--- src/rtl/fetch_pkg.sv ---
// Shared types and defaults for the instruction-fetch front end.
package fetch_pkg;
  localparam int XLEN = 64;
  localparam int ILEN = 32;
  localparam logic [XLEN-1:0] BOOT_PC_DEFAULT = 64'h0;

  typedef struct packed {
    logic [XLEN-1:0] pc;
    logic            taken;
    logic [XLEN-1:0] target;
  } prediction_t;

  typedef struct packed {
    logic [XLEN-1:0] pc;
    logic [XLEN-1:0] target;
    logic            taken;
    logic            mispredict;
  } resolution_t;

  typedef struct packed {
    logic [XLEN-1:0] pc;
    logic [ILEN-1:0] instr;
    logic            pred_taken;
    logic [XLEN-1:0] pred_target;
  } fetched_instr_t;

  function automatic logic [XLEN-1:0] next_seq(input logic [XLEN-1:0] pc);
    return pc + XLEN'(4);
  endfunction
endpackage

--- src/rtl/fetch_buffer.sv ---
// In-order fetch buffer: entries are allocated at request time, filled by
// memory responses in order, and popped from the head once filled.
module fetch_buffer
  import fetch_pkg::*;
#(
  parameter int DEPTH = 2
) (
  input  logic                  clk_i,
  input  logic                  rst_n_i,
  input  logic                  clear_i,
  input  logic                  alloc_i,
  input  logic [XLEN-1:0]       alloc_pc_i,
  input  logic                  alloc_taken_i,
  input  logic [XLEN-1:0]       alloc_target_i,
  input  logic                  fill_i,
  input  logic [ILEN-1:0]       fill_instr_i,
  input  logic                  pop_i,
  output logic                  full_o,
  output logic [$clog2(DEPTH):0] unfilled_o,
  output logic                  head_vld_o,
  output fetched_instr_t        head_o
);
  localparam int PW = $clog2(DEPTH);
  localparam int CW = PW + 1;

  logic [PW-1:0]    tail_q, tail_d, fill_q, fill_d, head_q, head_d;
  logic [CW-1:0]    count_q, count_d, unf_q, unf_d;
  logic [DEPTH-1:0] filled_q, filled_d;
  fetched_instr_t   ent_q [DEPTH];
  logic             alloc_ok, fill_ok, pop_ok;

  assign full_o     = (count_q == CW'(DEPTH));
  assign unfilled_o = unf_q;
  assign head_vld_o = filled_q[head_q];
  assign head_o     = ent_q[head_q];

  assign alloc_ok = alloc_i & ~full_o;
  assign fill_ok  = fill_i & (unf_q != '0);
  assign pop_ok   = pop_i & head_vld_o;

  always_comb begin
    tail_d   = tail_q;
    fill_d   = fill_q;
    head_d   = head_q;
    count_d  = count_q;
    unf_d    = unf_q;
    filled_d = filled_q;
    if (clear_i) begin
      tail_d   = '0;
      fill_d   = '0;
      head_d   = '0;
      count_d  = '0;
      unf_d    = '0;
      filled_d = '0;
    end else begin
      // Fill, pop and alloc always touch distinct slots, so their order is free.
      if (fill_ok) begin
        filled_d[fill_q] = 1'b1;
        fill_d           = fill_q + PW'(1);
      end
      if (pop_ok) begin
        filled_d[head_q] = 1'b0;
        head_d           = head_q + PW'(1);
      end
      if (alloc_ok) begin
        filled_d[tail_q] = 1'b0;
        tail_d           = tail_q + PW'(1);
      end
      count_d = count_q + CW'(alloc_ok) - CW'(pop_ok);
      unf_d   = unf_q + CW'(alloc_ok) - CW'(fill_ok);
    end
  end

  always_ff @(posedge clk_i or negedge rst_n_i) begin
    if (!rst_n_i) begin
      tail_q   <= '0;
      fill_q   <= '0;
      head_q   <= '0;
      count_q  <= '0;
      unf_q    <= '0;
      filled_q <= '0;
    end else begin
      tail_q   <= tail_d;
      fill_q   <= fill_d;
      head_q   <= head_d;
      count_q  <= count_d;
      unf_q    <= unf_d;
      filled_q <= filled_d;
    end
  end

  always_ff @(posedge clk_i) begin
    if (alloc_ok) begin
      ent_q[tail_q].pc          <= alloc_pc_i;
      ent_q[tail_q].pred_taken  <= alloc_taken_i;
      ent_q[tail_q].pred_target <= alloc_target_i;
    end
    if (fill_ok) ent_q[fill_q].instr <= fill_instr_i;
  end
endmodule

--- src/rtl/fetch_ctrl.sv ---
// Fetch controller: owns the PC and the count of stale responses still to be
// discarded after a flush or redirect; entry storage lives in fetch_buffer.
module fetch_ctrl
  import fetch_pkg::*;
#(
  parameter int              DEPTH   = 2,
  parameter logic [XLEN-1:0] BOOT_PC = BOOT_PC_DEFAULT
) (
  input  logic            clk_i,
  input  logic            rst_n_i,
  input  logic            flush_i,
  output logic [XLEN-1:0] curr_pc_o,
  input  prediction_t     pred_i,
  input  logic            comm_res_valid_i,
  input  resolution_t     comm_res_i,
  output logic            mem_req_valid_o,
  input  logic            mem_req_ready_i,
  output logic [XLEN-1:0] mem_req_addr_o,
  input  logic            mem_ans_valid_i,
  input  logic [ILEN-1:0] mem_ans_instr_i,
  output logic            instr_valid_o,
  input  logic            instr_ready_i,
  output fetched_instr_t  instr_o
);
  localparam int CW = $clog2(DEPTH) + 1;
  localparam int DW = CW + 3;

  logic            redirect, kill, req_hs, fill, pop, full;
  logic [CW-1:0]   unfilled;
  logic [XLEN-1:0] pc_q, pc_d;
  logic [DW-1:0]   drop_q, drop_d, drop_sum;
  logic            unused_pred_pc;

  assign unused_pred_pc = ^pred_i.pc;

  assign redirect        = comm_res_valid_i & comm_res_i.mispredict;
  assign kill            = redirect | flush_i;
  assign mem_req_valid_o = rst_n_i & ~full & ~kill;
  assign req_hs          = mem_req_valid_o & mem_req_ready_i;
  assign fill            = mem_ans_valid_i & (drop_q == '0) & ~kill;
  assign pop             = instr_valid_o & instr_ready_i;
  assign curr_pc_o       = pc_q;
  assign mem_req_addr_o  = pc_q;

  always_comb begin
    pc_d = pc_q;
    if (redirect)
      pc_d = comm_res_i.taken ? comm_res_i.target : next_seq(comm_res_i.pc);
    else if (req_hs)
      pc_d = pred_i.taken ? pred_i.target : next_seq(pc_q);
  end

  // A response arriving in the kill cycle is itself one of the stale ones.
  always_comb begin
    drop_sum = drop_q + DW'(unfilled);
    drop_d   = drop_q;
    if (kill)
      drop_d = drop_sum - DW'(mem_ans_valid_i && (drop_sum != '0));
    else if (mem_ans_valid_i && (drop_q != '0))
      drop_d = drop_q - DW'(1);
  end

  always_ff @(posedge clk_i or negedge rst_n_i) begin
    if (!rst_n_i) begin
      pc_q   <= BOOT_PC;
      drop_q <= '0;
    end else begin
      pc_q   <= pc_d;
      drop_q <= drop_d;
    end
  end

  fetch_buffer #(.DEPTH(DEPTH)) u_buf (
    .clk_i          (clk_i),
    .rst_n_i        (rst_n_i),
    .clear_i        (kill),
    .alloc_i        (req_hs),
    .alloc_pc_i     (pc_q),
    .alloc_taken_i  (pred_i.taken),
    .alloc_target_i (pred_i.target),
    .fill_i         (fill),
    .fill_instr_i   (mem_ans_instr_i),
    .pop_i          (pop),
    .full_o         (full),
    .unfilled_o     (unfilled),
    .head_vld_o     (instr_valid_o),
    .head_o         (instr_o)
  );

`ifndef SYNTHESIS
  always @(posedge clk_i) begin
    if (rst_n_i)
      assert (!(mem_ans_valid_i && (drop_q == '0) && (unfilled == '0)))
        else $error("fetch_ctrl: memory response with no outstanding request");
  end
`endif
endmodule

--- config.mk ---
export PLATFORM = sky130hd
export DESIGN_NAME = fetch_ctrl
export DESIGN_NICKNAME = d
export VERILOG_FILES = /design/src/rtl/fetch_pkg.sv /design/src/rtl/fetch_buffer.sv /design/src/rtl/fetch_ctrl.sv
export SDC_FILE = /design/constraint.sdc
export NUM_CORES = 1
export LEC_CHECK = 0
export CAP_MARGIN = 10
export CORE_ASPECT_RATIO = 0.7
export CORE_MARGIN = 2
export CORE_UTILIZATION = 29
export DETAILED_ROUTE_END_ITERATION = 10
export GPL_TIMING_DRIVEN = 0
export SYNTH_ARGS = -nofsm -noshare
export SYNTH_HDL_FRONTEND = slang
export SYNTH_SLANG_ARGS = --single-unit
--- constraint.sdc ---
create_clock -name clk_i -period 14.8 [get_ports clk_i]
set_input_delay 1.48 -clock clk_i [delete_from_list [all_inputs] [get_ports clk_i]]
set_output_delay 1.48 -clock clk_i [all_outputs]
set_load 0.02 [all_outputs]
==> results of run 1 <==
==> metal layers <==
layer / GRT usage / up-vias / share of wire
met5: 0 / - / 0.0016
met4: 0.0685 / 26 / 0.025
met3: 0.0691 / 151 / 0.10
met2: 0.357 / 855 / 0.45
met1: 0.325 / 8173 / 0.43
li1: - / 7198 / -
==> kinds of logic (layout without fill, tap and decap cells) <==
group,after synthesis,count (layout),synth area share
compound gates,292,292,0.0952
xor+xnor,73,73,0.0327
fa+ha+maj,13,13,0.00871
buf+inv,174,789,0.0457
flops,400,400,0.595
mux,181,181,0.103
other cells,0,21,0
simple gates,456,456,0.120
==> layout make-up <==
cell class,count,area (um2),area share
diodes,21,52.6,0.00190
plain buffers,141,769,0.0278
clock buffers,54,1160,0.0419
clock inverters,24,289,0.0104
inverters,33,124,0.00448
multi-input cells,1015,7040,0.254
flip-flops and latches,400,11600,0.420
well taps,891,1110,0.0403
repair buffers,537,5500,0.199
==> final timing paths <==
check | from | end | slack (ps)
worst max-delay path | comm_res_valid_i | u_buf.ent_q[0][129]$_DFFE_PP_ | 9480
worst min-delay path | drop_q[4]$_DFFE_PN0P_ | drop_q[4]$_DFFE_PN0P_ | 550
worst max register to register | u_buf.count_q[1]$_DFF_PN0_ | u_buf.ent_q[0][129]$_DFFE_PP_ | 11350
worst min register to register | drop_q[4]$_DFFE_PN0P_ | drop_q[4]$_DFFE_PN0P_ | 550
max in group asynchronous | rst_n_i | curr_pc_o[24]$_DFFE_PN0P_ | 13380
min in group asynchronous | rst_n_i | curr_pc_o[9]$_DFFE_PN0P_ | 770
==> sequential cells by signal, summed over array words and instances (netlist names) <==
register / flops
u_buf.ent_q: 322
curr_pc_o: 64
drop_q: 5
u_buf.count_q: 2
u_buf.filled_q: 2
u_buf.unfilled_o: 2
u_buf.fill_q: 1
u_buf.head_q: 1
u_buf.tail_q: 1
==> cell usage in the layout, fill, tap and decap left out, types with 13 or more instances in the layout <==
cell type / n
clkdlybuf4s50_1: 522
edfxtp_1: 322
mux2_2: 163
nor2_1: 102
nand2_1: 98
clkbuf_1: 82
a21oi_1: 79
dfrtp_1: 78
o21ai_0: 72
buf_4: 70
nand3_1: 68
nand4_1: 46
clkbuf_16: 45
xor2_1: 41
xnor2_1: 32
inv_1: 31
nor3_1: 31
and3_1: 22
nor4_1: 22
diode_2: 21
a31oi_1: 18
mux2i_1: 18
o22ai_1: 17
o211ai_1: 13
==> metrics by stage <==
stage	instance area [um2]	worst slack, ps	hold slack (ps)	setup TNS [ps]	power [uW]
2_1_floorplan	19500	6130	492	0	1630
3_3_place_gp	25900	-2560	519	-329680	1970
3_5_place_dp	26200	8930	541	0	1980
4_1_cts	27600	9560	556	0	3120
5_1_grt	27600	9390	582	0	3200
6_report	27700	9480	554	0	3090
==> where the power goes <==
group	switching (uW)	internal [uW]	leakage, uW
sequential	113	1280	0.00386
clock	481	648	0.000697
combinational	296	277	0.00485
==> critical path: stages <==
cell             delay [ps]
clkdlybuf4s50_1         440
and2_1                  170
clkbuf_1                320
nor2_2                  450
nand4_1                 440
clkbuf_1                470
clkbuf_1                490
nor2_4                  620
buf_16                  240
buf_12                  220
buf_16                  200
==> results.py, run 1 <==
metrics = {
    "logic_synthesis": {
        "yosysTopAreaCellShare": 0.495,
        "async_reset_ff_frac": 0.195,
        "yosysWarningCount": 0,
        "synthCells": 1589,
        "synth_edf_count": 322,
        "yosysSeqAreaShare": 0.595,
        "syn_nets": 1900,
        "ys_dominant_reg_cell": "edfxtp_1",
        "synth_area_um2": 19500,
        "ys_ff_latch": 400,
        "synth_top_area_cell": "edfxtp_1",
        "synth_common_cells": "322 x edfxtp_1, 163 x mux2_2, 103 x nor2_1, 98 x nand2_1, 79 x a21oi_1",
        "yosysUniqueCellTypes": 72,
        "synth.most_common_cell": "edfxtp_1",
        "ys_top_cells_by_area": "edfxtp_1 50%, dfrtp_1 10%, mux2_2 9.4%",
        "postSynthAreaPerCell_um2": 12.3,
    },
    "route": {
        "postRouteAntennaNets": 0,
        "drtPass1Iterations": 5,
        "drc_errors": 0,
        "routed_wl_mm": 83.8,
        "first_iter_violations": 1945,
        "via_count": 16403,
        "wire_per_inst_um": 26.9,
        "vias_per_cell": 5.26,
    },
    "setup_path": {
        "worst_setup_path_end_kind": "flip-flop",
        "ff2ff_path_depth": 8,
        "crit_type": "primary input to flip-flop",
        "start_kind": "primary input",
        "required_ps": 15090,
        "cp_max_fo": 28,
        "arrival_ps": 5610,
    },
    "global_route": {
        "antenna_found_initial": 34,
        "grt_overflow": 0,
        "grt_first_pass_wirelength_mm": 119,
        "track_usage": 0.236,
        "grt_max_degree": 63,
        "grt_pass1_vias": 16143,
    },
    "die": {
        "initial_core_util": 0.294,
        "design.core.area_um2": 66500,
        "dieArea_um2": 69500,
        "die_w_um": 314,
        "fp.dieH_um": 221,
        "ios": 589,
        "num_rows": 79,
    },
    "power": {
        "max-vdd-ir-drop_uv": 87.7,
        "cellPowerDensity_nw_per_um2": 112,
        "leakage_uw": 0.00940,
    },
    "timing": {
        "finalMaxSlewViolations": 0,
        "clock_skew_ps": 32.2,
        "rsz0062_at_grt": "no",
        "hold_viol": 0,
        "slew_headroom": 0.211,
        "period_share": 0.359,
        "worst_slew_pin_slew_ps": 1170,
        "finalSetupViolCount": 0,
        "fin_crit_ps": 5320,
        "fmax_ghz": 0.188,
    },
    "hold_path": {
        "hold_class": "flip-flop to flip-flop",
        "hold_depth": 1,
    },
    "final_layout": {
        "fin_nets": 2483,
        "drive_above_1_share": 0.149,
        "area_growth_pct": 41.6,
        "nFillCells": 6252,
        "finish.utilization": 0.416,
        "layoutNonFillerInstCount": 3116,
    },
    "placed_design": {
        "place.gp.congestion": 0.921,
        "numPlacedInstances": 3017,
        "port-buffer-count": 523,
        "dp_hpwl_mm": 64.5,
    },
    "cts": {
        "cts_hold_buf": 0,
        "path_clk_slew_ps": 60,
        "cts_resized": 0,
        "cts_root_buf": "clkbuf_16",
        "clock-sinks": 400,
        "cts_setup_buffers": 0,
        "cts_tree": "built",
        "clk_latency_ps": 620,
        "htree_levels": 2,
        "cts_buffer_depth": 3,
        "cts_inserted_buffers": 44,
    },
    "outcome": {
        "outcome": "finished, final reports clean",
    },
    "job": {
        "max_cap_viol_count": 0,
    },
}
No activity file was read; power rests on OpenSTA's default activity.
==> run 2: changes to the inputs <==
==> constraint.sdc (replaced) <==
create_clock -name clk_i -period 5.35 [get_ports clk_i]
set_input_delay 0.535 -clock clk_i [delete_from_list [all_inputs] [get_ports clk_i]]
set_output_delay 0.535 -clock clk_i [all_outputs]
set_load 0.02 [all_outputs]
==> results.py, run 2 (synthesis results as in run 1) <==
metrics = {
    "power": {
        "internal_power_uw": 6500,
        "netSwitchingPower_uw": 2520,
        "seq_power_share": 0.427,
        "leakage_uw": 0.00952,
        "swShare": 0.279,
        "max-vdd-ir-drop_uv": 188,
        "pwr-share-comb": 0.176,
        "cellPowerDensity_nw_per_um2": 323,
        "power_uw": 9020,
        "clock_power_share": 0.397,
    },
    "placed_design": {
        "placed_area_um2": 26100,
        "dp_hpwl_mm": 64.4,
        "port-buffer-count": 523,
        "place.gp.congestion": 0.951,
    },
    "setup_path": {
        "worst_setup_path_end_kind": "flip-flop",
        "crit_type": "primary input to flip-flop",
        "required_ps": 5620,
        "start_kind": "primary input",
        "arrival_ps": 4610,
        "cp_max_fo": 26,
    },
    "global_route": {
        "antenna_found_initial": 23,
        "grt_max_degree": 61,
        "grt_pass1_vias": 16137,
        "track_usage": 0.235,
        "grt_first_pass_wirelength_mm": 119,
        "grt_overflow": 0,
    },
    "route": {
        "postRouteAntennaNets": 0,
        "first_iter_violations": 2013,
        "vias_per_cell": 5.26,
        "via_count": 16431,
        "drc_errors": 0,
        "routed_wl_mm": 84.4,
        "drtPass1Iterations": 7,
        "wire_per_inst_um": 27.0,
    },
    "die": {
        "design.core.area_um2": 66500,
        "dieArea_um2": 69500,
        "ios": 589,
        "die_w_um": 314,
        "num_rows": 79,
        "fp.dieH_um": 221,
        "initial_core_util": 0.294,
    },
    "cts": {
        "clk_latency_ps": 620,
        "htree_levels": 2,
        "path_clk_slew_ps": 60,
        "cts_resized": 0,
        "cts_tree": "built",
        "cts_hold_buf": 1,
        "cts_root_buf": "clkbuf_16",
        "cts_setup_buffers": 0,
        "cts_inserted_buffers": 46,
        "clock-sinks": 400,
        "cts_buffer_depth": 3,
    },
    "timing": {
        "rsz0062_at_grt": "no",
        "clock_skew_ps": 49.7,
        "fin_crit_ps": 4330,
        "fmax_ghz": 0.231,
        "finalSetupViolCount": 0,
        "setup_tns_ps": 0,
        "period_share": 0.810,
        "worst_slew_pin_slew_ps": 1220,
        "hold_viol": 0,
        "finalMaxSlewViolations": 0,
        "slew_headroom": 0.184,
    },
    "final_layout": {
        "nFillCells": 6247,
        "area_growth_pct": 42.9,
        "drive_above_1_share": 0.154,
        "fin_nets": 2484,
        "largest_register_ffs": 322,
        "layout_common_cells": "522 x clkdlybuf4s50_1, 322 x edfxtp_1, 163 x mux2_2",
        "top_register": "u_buf.ent_q",
        "mostFrequentLayoutCell": "clkdlybuf4s50_1",
        "postLayoutCellArea_um2": 27900,
    },
    "hold_path": {
        "hold_class": "primary input to async pin",
    },
    "job": {
        "max_cap_viol_count": 0,
    },
    "outcome": {
        "outcome": "finished, final reports clean",
    },
}
==> run 2: cell count changes in the layout (fill, tap and decap cells not counted), sizes merged, moves of 2 or more <==
cell / change
bufinv: +6
clkinv: -4
clkbuf: +3
diode: +3
buf: -2
inv: +2
==> run 2: cell type report <==
cell class / instances / area (um2) / area share
diodes: 24 / 60.1 / 0.00215
plain buffers: 141 / 769 / 0.0276
clock buffers: 57 / 1240 / 0.0445
clock inverters: 27 / 468 / 0.0168
inverters: 33 / 124 / 0.00444
multi-input cells: 1015 / 7040 / 0.252
flip-flops and latches: 400 / 11600 / 0.416
well taps: 891 / 1110 / 0.0399
repair buffers: 536 / 5470 / 0.196
==> run 2: critical path, cell delays in order <==
cell and delay (ps):
clkdlybuf4s50_1 430, and2_1 160, clkbuf_1 320, nor2_2 430, nand4_1 400, clkbuf_1 440, clkbuf_1 520, nor2_4 660
buf_16 250, buf_16 190, buf_12 210
==> run 2: power groups by stage <==
stage	registers [uW]	logic (uW)	clock network [uW]
2_1_floorplan	3850	664	0
3_3_place_gp	3910	1540	0
3_5_place_dp	3910	1560	0
4_1_cts	3850	1570	3660
5_1_grt	3870	1670	3770
6_report	3850	1590	3580
==> run 2: worst paths after layout <==
check                      slack (ps)  cells after the start                  startpoint                           end
setup / recovery                 1020                     11            comm_res_valid_i  u_buf.ent_q[0][37]$_DFFE_PP_
hold / removal                    390                      2                     rst_n_i     curr_pc_o[35]$_DFFE_PN0P_
setup reg to reg                 1930                      8  u_buf.count_q[1]$_DFF_PN0_  u_buf.ent_q[0][37]$_DFFE_PP_
hold reg to reg                   550                      1       drop_q[4]$_DFFE_PN0P_         drop_q[4]$_DFFE_PN0P_
max in group asynchronous        4280                      3                     rst_n_i      u_buf.head_q$_DFFE_PN0P_
min in group clk_i                520                      1         mem_ans_instr_i[28]  u_buf.ent_q[0][93]$_DFFE_PP_
==> run 2: routing by layer <==
metal | share of wire | track usage | vias to the layer above | wire [um]
li1 | - | - | 7214 | -
met1 | 0.43 | 0.320 | 8220 | 36400
met2 | 0.45 | 0.358 | 863 | 37800
met3 | 0.10 | 0.0746 | 122 | 8530
met4 | 0.018 | 0.0656 | 12 | 1550
met5 | 0.00079 | 0 | - | 67
==> run 2: metrics by stage <==
| step | worst slack (ps) | instances | utilization | hold WS, ps |
|---|---|---|---|---|
| global placement | -6560 | 3003 | 0.389 | 531 |
| floorplan | 146 | 1589 | - | 239 |
| global route | 862 | 3116 | 0.419 | 396 |
| finish | 1020 | 3124 | 0.420 | 386 |
| detailed placement | 435 | 3015 | 0.393 | 447 |
| CTS | 1060 | 3100 | 0.419 | 367 |
